### src/rtl/addsub_pipe.sv
// rtl/addsub_pipe.sv - pipelined two's-complement adder/subtractor with saturation and valid/ready handshake
module addsub_pipe #(
  parameter int WIDTH  = 16,
  parameter int SLICES = 2
) (
  input  logic             clk,
  input  logic             rst,
  input  logic             in_valid,
  output logic             in_ready,
  input  logic [WIDTH-1:0] a,
  input  logic [WIDTH-1:0] b,
  input  logic             cin,
  input  logic             sub,
  input  logic             sat,
  output logic             out_valid,
  input  logic             out_ready,
  output logic [WIDTH-1:0] sum,
  output logic             cout,
  output logic             ovf
);

  localparam int SW = WIDTH / SLICES;

  logic             stall;
  logic             fin_v;
  logic             fin_c;
  logic             fin_ovf;
  logic [WIDTH-1:0] fin_sum;

  // A result waiting on a busy consumer freezes the whole pipeline.
  assign stall    = out_valid && !out_ready;
  assign in_ready = !stall;

  genvar k;
  generate
    for (k = 0; k < SLICES; k++) begin : g_st
      // Operand bits not yet consumed, including this stage's slice.
      localparam int RW = WIDTH - k * SW;

      logic [RW-1:0]         a_in;
      logic [RW-1:0]         bx_in;
      logic                  c_in;
      logic                  sat_in;
      logic                  v_in;
      logic [SW-1:0]         slice_sum;
      logic                  slice_c;
      logic [(k+1)*SW-1:0]   s_done;

      // Add this stage's slice using the carry handed over by the previous stage.
      assign {slice_c, slice_sum} = {1'b0, a_in[SW-1:0]} + {1'b0, bx_in[SW-1:0]}
                                    + {{SW{1'b0}}, c_in};

      if (k == 0) begin : g_src
        // Subtraction is A + ~B + ~borrow, so the inversion happens once at entry.
        assign a_in   = a;
        assign bx_in  = sub ? ~b : b;
        assign c_in   = sub ? ~cin : cin;
        assign sat_in = sat;
        assign v_in   = in_valid;
        assign s_done = slice_sum;
      end else begin : g_src
        assign a_in   = g_st[k-1].g_reg.a_q;
        assign bx_in  = g_st[k-1].g_reg.bx_q;
        assign c_in   = g_st[k-1].g_reg.c_q;
        assign sat_in = g_st[k-1].g_reg.sat_q;
        assign v_in   = g_st[k-1].g_reg.v_q;
        assign s_done = {slice_sum, g_st[k-1].g_reg.s_q};
      end

      if (k < SLICES - 1) begin : g_reg
        logic [RW-SW-1:0]    a_q;
        logic [RW-SW-1:0]    bx_q;
        logic [(k+1)*SW-1:0] s_q;
        logic                c_q;
        logic                sat_q;
        logic                v_q;

        // Intermediate stage register: upper operand bits, finished sum bits and carry move on together.
        always_ff @(posedge clk or posedge rst) begin
          if (rst) begin
            a_q   <= '0;
            bx_q  <= '0;
            s_q   <= '0;
            c_q   <= 1'b0;
            sat_q <= 1'b0;
            v_q   <= 1'b0;
          end else if (!stall) begin
            a_q   <= a_in[RW-1:SW];
            bx_q  <= bx_in[RW-1:SW];
            s_q   <= s_done;
            c_q   <= slice_c;
            sat_q <= sat_in;
            v_q   <= v_in;
          end
        end
      end else begin : g_out
        // Last slice holds the operand sign bits, so overflow and clamping are resolved here.
        assign fin_v   = v_in;
        assign fin_c   = slice_c;
        assign fin_ovf = (a_in[SW-1] == bx_in[SW-1]) && (slice_sum[SW-1] != a_in[SW-1]);
        assign fin_sum = (sat_in && fin_ovf)
                         ? (a_in[SW-1] ? {1'b1, {(WIDTH-1){1'b0}}} : {1'b0, {(WIDTH-1){1'b1}}})
                         : s_done;
      end
    end
  endgenerate

  // Output register drives the ports directly and holds while the consumer stalls.
  always_ff @(posedge clk or posedge rst) begin
    if (rst) begin
      out_valid <= 1'b0;
      sum       <= '0;
      cout      <= 1'b0;
      ovf       <= 1'b0;
    end else if (!stall) begin
      out_valid <= fin_v;
      sum       <= fin_sum;
      cout      <= fin_c;
      ovf       <= fin_ovf;
    end
  end

endmodule

### config.mk
export PLATFORM = sky130hd
export DESIGN_NAME = addsub_pipe
export DESIGN_NICKNAME = d
export VERILOG_FILES = /design/src/rtl/addsub_pipe.sv
export SDC_FILE = /design/constraint.sdc
export NUM_CORES = 1
export LEC_CHECK = 0
export ABC_AREA = 1
export CAP_MARGIN = 20
export CORE_ASPECT_RATIO = 1.1
export CORE_UTILIZATION = 25
export DETAILED_ROUTE_END_ITERATION = 6
export PLACE_DENSITY_LB_ADDON = 0.25
export SLEW_MARGIN = 25
export SYNTH_ARGS = -nofsm -noshare
export SYNTH_HDL_FRONTEND = slang
export SYNTH_SLANG_ARGS = --single-unit
### constraint.sdc
create_clock -name clk -period 1.74 [get_ports clk]
set_input_delay 0.261 -clock clk [delete_from_list [all_inputs] [get_ports clk]]
set_output_delay 0.261 -clock clk [all_outputs]
set_load 0.02 [all_outputs]
Word-level counts from Yosys, hierarchy flattened:

Cells that the tools add are included.

* $add $sub $neg: 4
* equal/unequal tests: 2
* mux-type cells: 4
* bitwise operators: 2
* reduce and logical (&&, ||, !) cells: 5

Operator list (count)
* $mux W16: 3
* $add A8 B8 Y9: 2
* $add A9 B1 Y9: 2
* $not A16 Y16: 1
* $logic_and A1 B1 Y1: 3
* $logic_not A1 Y1: 2
* $eq A1 B1 Y1: 1
* $mux W1: 1
* $ne A1 B1 Y1: 1
* $not A1 Y1: 1

* register bits: 46
* input port bits: 39
* word-level logic and storage cells: 27

Depth between registers and ports, before layout:

Gate-level depths: netlist of the first run.

* depth in word-level cells: 6
* gate-level depth with buffers: 12
* depth with buffers taken out: 10

Worst setup path after synthesis of the first run:

No wires, ideal clock.

* path type: input to register
* start point: in sub
* end point: reg g_st[0].g_reg.s_q[6]
* setup time: 118 ps
* arrival time: 2243 ps
* data required time: 1622 ps
* slack: -621 ps
* stages on the path: 10
* buffers on the path: 2
* path through: buf_2 > buf_2 > xor2_1 > fa_1 > fa_1 > nand4_1 > nand3_1 > or2_2 > nand3_1 > nand2_1

* longest elaborated chain between the ends: 3
* elaborated cells between the ends (all ways): 4
* classes of those cells: add/sub (2); mux (2)

Ends and longest elaborated chain
* start: declaration: RTL line 13 `input logic sub,`
* $mux W16: RTL line 56 `assign bx_in = sub ? ~b : b;`
* $add A8 B8 Y9: RTL line 50 `assign {slice_c, slice_sum} = {1'b0, a_in[SW-1:0]} + {1'b0, bx_in[SW-1:0]}`
* $add A9 B1 Y9 *: RTL line 51 `+ {{SW{1'b0}}, c_in};`
* end signal: assignment: RTL line 90 `s_q <= s_done;`
* end: declaration: RTL line 73 `logic [(k+1)*SW-1:0] s_q;`

Every way passes the cells marked *; elsewhere a longest branch is shown, timed or not.
A chain may end at the register's enable or synchronous reset.

Worst setup path after layout of the first run:

* start point: reg g_st[0].g_reg.a_q[2]
* end point: reg sum[14]

* longest elaborated chain between the ends: 6

Ends and longest elaborated chain
* start: declaration: RTL line 71 `logic [RW-SW-1:0] a_q;`
* start signal: assignment: RTL line 88 `a_q <= a_in[RW-1:SW];`
* $add A8 B8 Y9 *: RTL line 50
* $add A9 B1 Y9 *: RTL line 51
* $ne A1 B1 Y1: RTL line 100 `assign fin_ovf = (a_in[SW-1] == bx_in[SW-1]) && (slice_sum[SW-1] != a_in[SW-1]);`
* $logic_and A1 B1 Y1: RTL line 100
* $logic_and A1 B1 Y1: RTL line 101 `assign fin_sum = (sat_in && fin_ovf)`
* $mux W16 *: RTL line 102 `? (a_in[SW-1] ? {1'b1, {(WIDTH-1){1'b0}}} : {1'b0, {(WIDTH-1){1'b1}}})`
* end signal: assignment: RTL line 117 `sum <= fin_sum;`
* end: declaration: RTL line 17 `output logic [WIDTH-1:0] sum,`

Marks and branches as above.

==> out/metrics.yaml, run 1 <==
status:
  status: "finished, final reports clean"
setup_path:
  cp.required_ns: 1.91
  startpoint_type: "flop"
  path_class: "reg -> reg"
  arrival_ns: 1.91
  crit_path_end_kind: "flop"
  crit_fanout: 15
cells_and_area:
  nets: 461
  area_growth_pct: 53.4
  nFillCells: 1034
  n_antenna_cell: 0
  final_layout_size_suffix_gt1_share_pct: 28.9
  finish.utilization_pct: 39.4
placed_design:
  dpl_worst_slack_ns: -0.717
  place.gp.congestion: 0.755
  dp_hpwl_mm: 4.67
  numPortBuffers: 58
detailed_routing:
  route.vias.total: 2223
  viasPerCell: 4.06
  drc: 0
  wl_per_cell_um: 10.9
  drt_wl_total_mm: 5.97
  drt_iter0_drc: 57
  postRouteAntennaNets: 0
  first_pass_iters: 4
floorplan:
  io_pins: 59
  std_cell_rows: 39
  fp.dieH_um: 110
  dieWidth_um: 101
  die_area_mm2: 0.0111
  coreArea_mm2: 0.0104
  start_util_pct: 25.7
cts:
  insertion_delay_ns: 0.28
  numCtsBuffers: 5
  cts_root_buf: "clkbuf_16"
  clock_path_buffers: 2
  clk_pin_slew_ns: 0.06
  clock_sinks: 46
  htree_levels: 2
  cts_tree: "yes"
grt:
  grt_pass1_wl_mm: 10.3
  antenna_found_initial: 0
  overflow: 0
  grt_usage_pct: 11.6
  grt_max_degree: 41
  grt_pass1_vias: 2265
run:
  drv_cap: 0
hold_path:
  hold_path.class: "in -> async"
logic_synthesis:
  synth_cell_types: 29
  syn_area_per_cell_um2: 8.65
  syn_inst: 309
  ys_warn_count: 0
  syn-num-nets: 366
  synth_seq_area_share_pct: 43.1
  synth_area_mm2: 0.00267
  synth_seq_cells: 46
pwr:
  pwr_density_cell_mw_per_mm2: 1180
  p_leak_nw: 1.89
  vdd_drop_max_v: 0.000400
timing:
  worst_pin_slew_ns: 0.383
  clock.fmax_mhz: 577
  period_minus_slack_ns: 1.73
  period_share_pct: 99.6
  setup_slack_ns: 0.00760
  finalSetupViolCount: 0
  tns_ns: 0
  hold_viol: 0
  skew_ns: 0.00447
  rsz0062_at_grt: "yes"
  final_max_slew_viol_count: 0
  relSlewSlack_pct: 74.4
## path summary, 6_finish.rpt
path	to	cells after the start	slack, ns	start
max in group asynchronous	g_st[0].g_reg.a_q[1]	3	1.04	rst
hold reg to reg	out_valid	2	0.45	fin_v
hold / removal	g_st[0].g_reg.s_q[7]	2	0.28	rst
setup / recovery	sum[14]	9	0.008	g_st[0].g_reg.a_q[2]
min in group clk	out_valid	2	0.45	fin_v
setup reg to reg	sum[14]	9	0.008	g_st[0].g_reg.a_q[2]
## flip-flops by register name, indices dropped and copies added, names as in the netlist
name	count
out_valid	1
sum	16
g_st.g_reg.sat_q	1
fin_v	1
cout	1
g_st.g_reg.c_q	1
g_st.g_reg.bx_q	8
g_st.g_reg.a_q	8
g_st.g_reg.s_q	8
ovf	1
## synthesized netlist by cell type
cell      number  area (um2)
a21oi_1       11        55.1
a21oi_2       11        96.3
a31o_2         1        8.76
a31oi_1        2        12.5
buf_1          1        3.75
buf_2          2        10.0
buf_6          2        22.5
clkbuf_1       6        22.5
dfrtp_1       46        1150
fa_1           4        80.1
ha_1          14         175
inv_1         22        82.6
inv_2          2        7.51
nand2_1       83         312
nand2_2       14        87.6
nand3_1        9        45.0
nand3_2        1        10.0
nand3b_1       1        7.51
nand4_1        5        31.3
nand4_4        1        21.3
nor2_1        24        90.1
nor2_2         1        6.26
o21ai_0       16        80.1
o21bai_1       1        7.51
o31ai_1        1        7.51
or2_1          1        6.26
or2_2          2        12.5
xnor2_1       12         105
xor2_1        13         114
## metrics by stage
stage / hold WS, ns / cell area (um2) / std cells / power [W]
after global placement: 0.433 / 3740 / 535 / 0.00370
after floorplan: 0.371 / 2730 / 309 / 0.00278
after global routing: 0.325 / 4100 / 548 / 0.00519
final: 0.277 / 4100 / 548 / 0.00482
after CTS: 0.284 / 3920 / 543 / 0.00471
after detailed placement: 0.445 / 3740 / 535 / 0.00372
## cell usage in the layout, fill, tap and decap left out, types with 5 or more instances in the layout
cell type / n
nand2_2: 19
xor2_1: 10
nand2_1: 75
nand3_2: 6
a21oi_2: 15
clkdlybuf4s50_1: 53
dfrtp_1: 46
o21ai_0: 14
buf_4: 34
a21oi_1: 7
buf_12: 5
nand4_1: 5
nor2_1: 23
ha_1: 10
clkbuf_16: 6
inv_1: 21
xnor2_1: 12
## area by class of cell
| type | instances | area (um2) | area share (%) |
|---|---|---|---|
| Clock buffer | 7 | 143 | 3.48 |
| Clock inverter | 1 | 5.00 | 0.122 |
| Inverter | 24 | 95.1 | 2.32 |
| Multi-Input combinational cell | 228 | 1560 | 38.0 |
| Sequential cell | 46 | 1150 | 28.1 |
| Tap cell | 143 | 179 | 4.37 |
| Timing Repair Buffer | 99 | 967 | 23.6 |
## where the power goes
part / leakage [nW] / total, W / switching [W] / internal (W)
clock network: 0.0739 / 0.000945 / 0.000375 / 0.000569
registers: 0.544 / 0.00159 / 0.000209 / 0.00138
logic: 1.27 / 0.00229 / 0.00112 / 0.00117
## metal layers
| layer | GRT usage (%) | share of wire [%] | wire, um | vias to the layer above |
|---|---|---|---|---|
| met1 | 15.4 | 50 | 2970 | 1006 |
| li1 | - | - | - | 1176 |
| met5 | 0 | 0 | 0 | - |
| met4 | 4.35 | 1.6 | 97 | 0 |
| met2 | 18.4 | 45 | 2690 | 35 |
| met3 | 2.28 | 3.6 | 212 | 6 |
## what timing repair did
| item | 4_1_cts | 5_1_grt |
|---|---|---|
| buffers inserted | 0 | 4 |
| hold buffers | 0 | 0 |
| pin swaps | 6 | 26 |
| setup endpoints to repair | 25 | 22 |
| resized for setup | 15 | 37 |
| gates cloned | 0 | 1 |
| hold endpoints to repair | 0 | 0 |
## cells by family after synthesis
| kind of cell | Yosys count | synth area share, % |
|---|---|---|
| and+or+nand+nor | 142 | 23.6 |
| AOI/OAI and AO/OA | 43 | 10.0 |
| adders and majority gates | 18 | 9.56 |
| DFF | 46 | 43.1 |
| xor gates and xnor gates | 25 | 8.20 |
| buffers and inverters | 35 | 5.57 |
## critical path, stage by stage (launching register included)
cell     delay, ns
dfrtp_1       0.38
ha_1          0.32
or2_4         0.26
nand3_2       0.10
nand2_2       0.08
nand2_2       0.09
nand4_4       0.09
buf_12        0.18
nand2_1       0.08
a21oi_2       0.05
Power figures use the tool's default switching activity.
==> run 2, diff against run 1 <==
PLACE_DENSITY = 0.52   (was not set)
PLACE_DENSITY_LB_ADDON = not set   (was 0.25)
==> out/metrics.yaml, run 2 (same netlist as run 1, synthesis figures left out) <==
status:
  status: "complete, but fails checks"
  violations: "setup timing"
timing:
  setup_slack_ns: -0.0118
  finalSetupViolCount: 5
  final_max_slew_viol_count: 0
  skew_ns: 0.00845
  period_share_pct: 101
  tns_ns: -0.0334
  hold_viol: 0
  rsz0062_at_grt: "yes"
  period_minus_slack_ns: 1.75
  relSlewSlack_pct: 73.8
  worst_pin_slew_ns: 0.393
  clock.fmax_mhz: 571
placed_design:
  numPortBuffers: 58
  place.gp.congestion: 0.748
  place_inst: 530
  dp_hpwl_mm: 4.64
  placed_area_mm2: 0.00370
setup_path:
  crit_family: "simple AND/OR/NAND/NOR gates"
  startpoint: "g_st[0].g_reg.a_q[0]"
  path_buf_inv: 1
  arrival_ns: 1.92
  crit_fanout: 6
  cp.required_ns: 1.91
  path_class: "reg -> reg"
  worstReg2RegStart: "g_st[0].g_reg.a_q[0]"
  r2r_end: "sum[13]"
  rr_worst_depth: 10
  crit_path_cell_trace: "fa_2, nand2_2, nand2_4, nand3_4, nand2_4, nand2_4, nand4_4, buf_12, nand2_2, a21oi_2"
  startpoint_type: "flop"
  reg2reg_slack_ns: -0.01
  max_stage_delay_ns: 0.42
  path_common_cell: "nand2_4"
  crit_path_end_kind: "flop"
  cp_slowest_cell: "fa_2"
cts:
  insertion_delay_ns: 0.29
  clock_sinks: 46
  numCtsBuffers: 5
  clock_path_buffers: 2
  cts_tree: "yes"
  clk_pin_slew_ns: 0.07
  htree_levels: 2
  cts_root_buf: "clkbuf_16"
floorplan:
  die_area_mm2: 0.0111
  coreArea_mm2: 0.0104
  fp.dieH_um: 110
  start_util_pct: 25.7
  std_cell_rows: 39
  dieWidth_um: 101
  io_pins: 59
grt:
  grt_max_degree: 47
  overflow: 0
  grt_usage_pct: 12.0
  antenna_found_initial: 0
  grt_pass1_vias: 2290
  grt_pass1_wl_mm: 10.6
cells_and_area:
  final_cell_mix: "72 x nand2_1, 52 x clkdlybuf4s50_1, 46 x dfrtp_1"
  largest_reg_flops: 16
  largest_register: "sum"
  finalNonFillerCells: 543
  final_layout_size_suffix_gt1_share_pct: 29.0
  n_antenna_cell: 0
  stdcell_area_mm2: 0.00406
  area_growth_pct: 52.1
  final_common_cell: "nand2_1"
  nets: 456
  nFillCells: 1081
pwr:
  p_total_w: 0.00485
  vdd_drop_max_v: 0.000480
  pwr_density_cell_mw_per_mm2: 1190
  p_leak_nw: 1.86
detailed_routing:
  viasPerCell: 4.11
  drt_iter0_drc: 85
  first_pass_iters: 4
  wl_per_cell_um: 11.3
  drt_wl_total_mm: 6.13
  postRouteAntennaNets: 0
  drc: 0
  route.vias.total: 2232
run:
  drv_cap: 0
hold_path:
  hold_path.class: "in -> async"
[run 2: cell count changes in the layout (fill, tap and decap cells not counted), moves of 2 or more]
| cell | previous run | this run |
|---|---|---|
| buf_4 | 34 | 30 |
| nand2_4 | 3 | 7 |
| a21oi_1 | 7 | 4 |
| nand2_1 | 75 | 72 |
| a21oi_2 | 15 | 17 |
| inv_2 | 2 | 4 |
[run 2: layer usage]
layer  routed length (um)  global-route usage (%)  part of all wire (%)  up-vias
met5                    0                       0                     0        -
li1                     -                       -                     -     1161
met1                 2890                    15.6                    47     1029
met3                  228                    2.22                   3.7        6
met2                 2930                    20.0                    48       36
met4                   85                    3.77                   1.4        0
[run 2: tightest hold or removal path: cells and delay by family]
kind,cells,cell delay [ns]
buffers and inverters,3,0.72
[run 2: timing repair]
item | CTS | global route
hold buffers | 0 | 0
gates resized for setup | 19 | 39
cloned | 0 | 0
pin swaps | 11 | 16
endpoints found under the setup margin | 26 | 21
buffers inserted | 1 | 4
[run 2: cell type report]
type                            instances  area (um2)  share of cell area (%)
Inverter                               24        90.1                    2.22
Timing Repair Buffer                   94         908                    22.4
Multi-Input combinational cell        228        1590                    39.2
Clock buffer                            6         129                    3.17
Tap cell                              143         179                    4.40
Clock inverter                          2        13.8                   0.339
Sequential cell                        46        1150                    28.3
[run 2: worst max path at each step]
stage	end	slack, ns	depth (start not counted)
3_5_place_dp	g_st[0].g_reg.s_q[6]	-0.73	9
3_3_place_gp	g_st[0].g_reg.s_q[6]	-0.70	9
5_1_grt	sum[13]	-0.09	10
2_1_floorplan	g_st[0].g_reg.s_q[6]	-0.33	10
4_1_cts	sum[2]	-0.03	10
6_report	sum[13]	-0.01	10
[run 2: through the flow]
stage	hold slack [ns]	utilization [%]	setup slack, ns
2_1_floorplan	0.371	-	-0.330
3_3_place_gp	0.432	35.6	-0.703
3_5_place_dp	0.448	35.6	-0.731
4_1_cts	0.347	37.4	-0.0299
5_1_grt	0.367	39.1	-0.0884
6_report	0.336	39.1	-0.0118
[run 2: where the power goes]
group	total, W	switching [W]	leakage, nW	internal [W]
clock network	0.000931	0.000398	0.0708	0.000533
registers	0.00159	0.000216	0.544	0.00138
logic	0.00232	0.00116	1.24	0.00116
total	0.00485	0.00177	1.86	0.00307
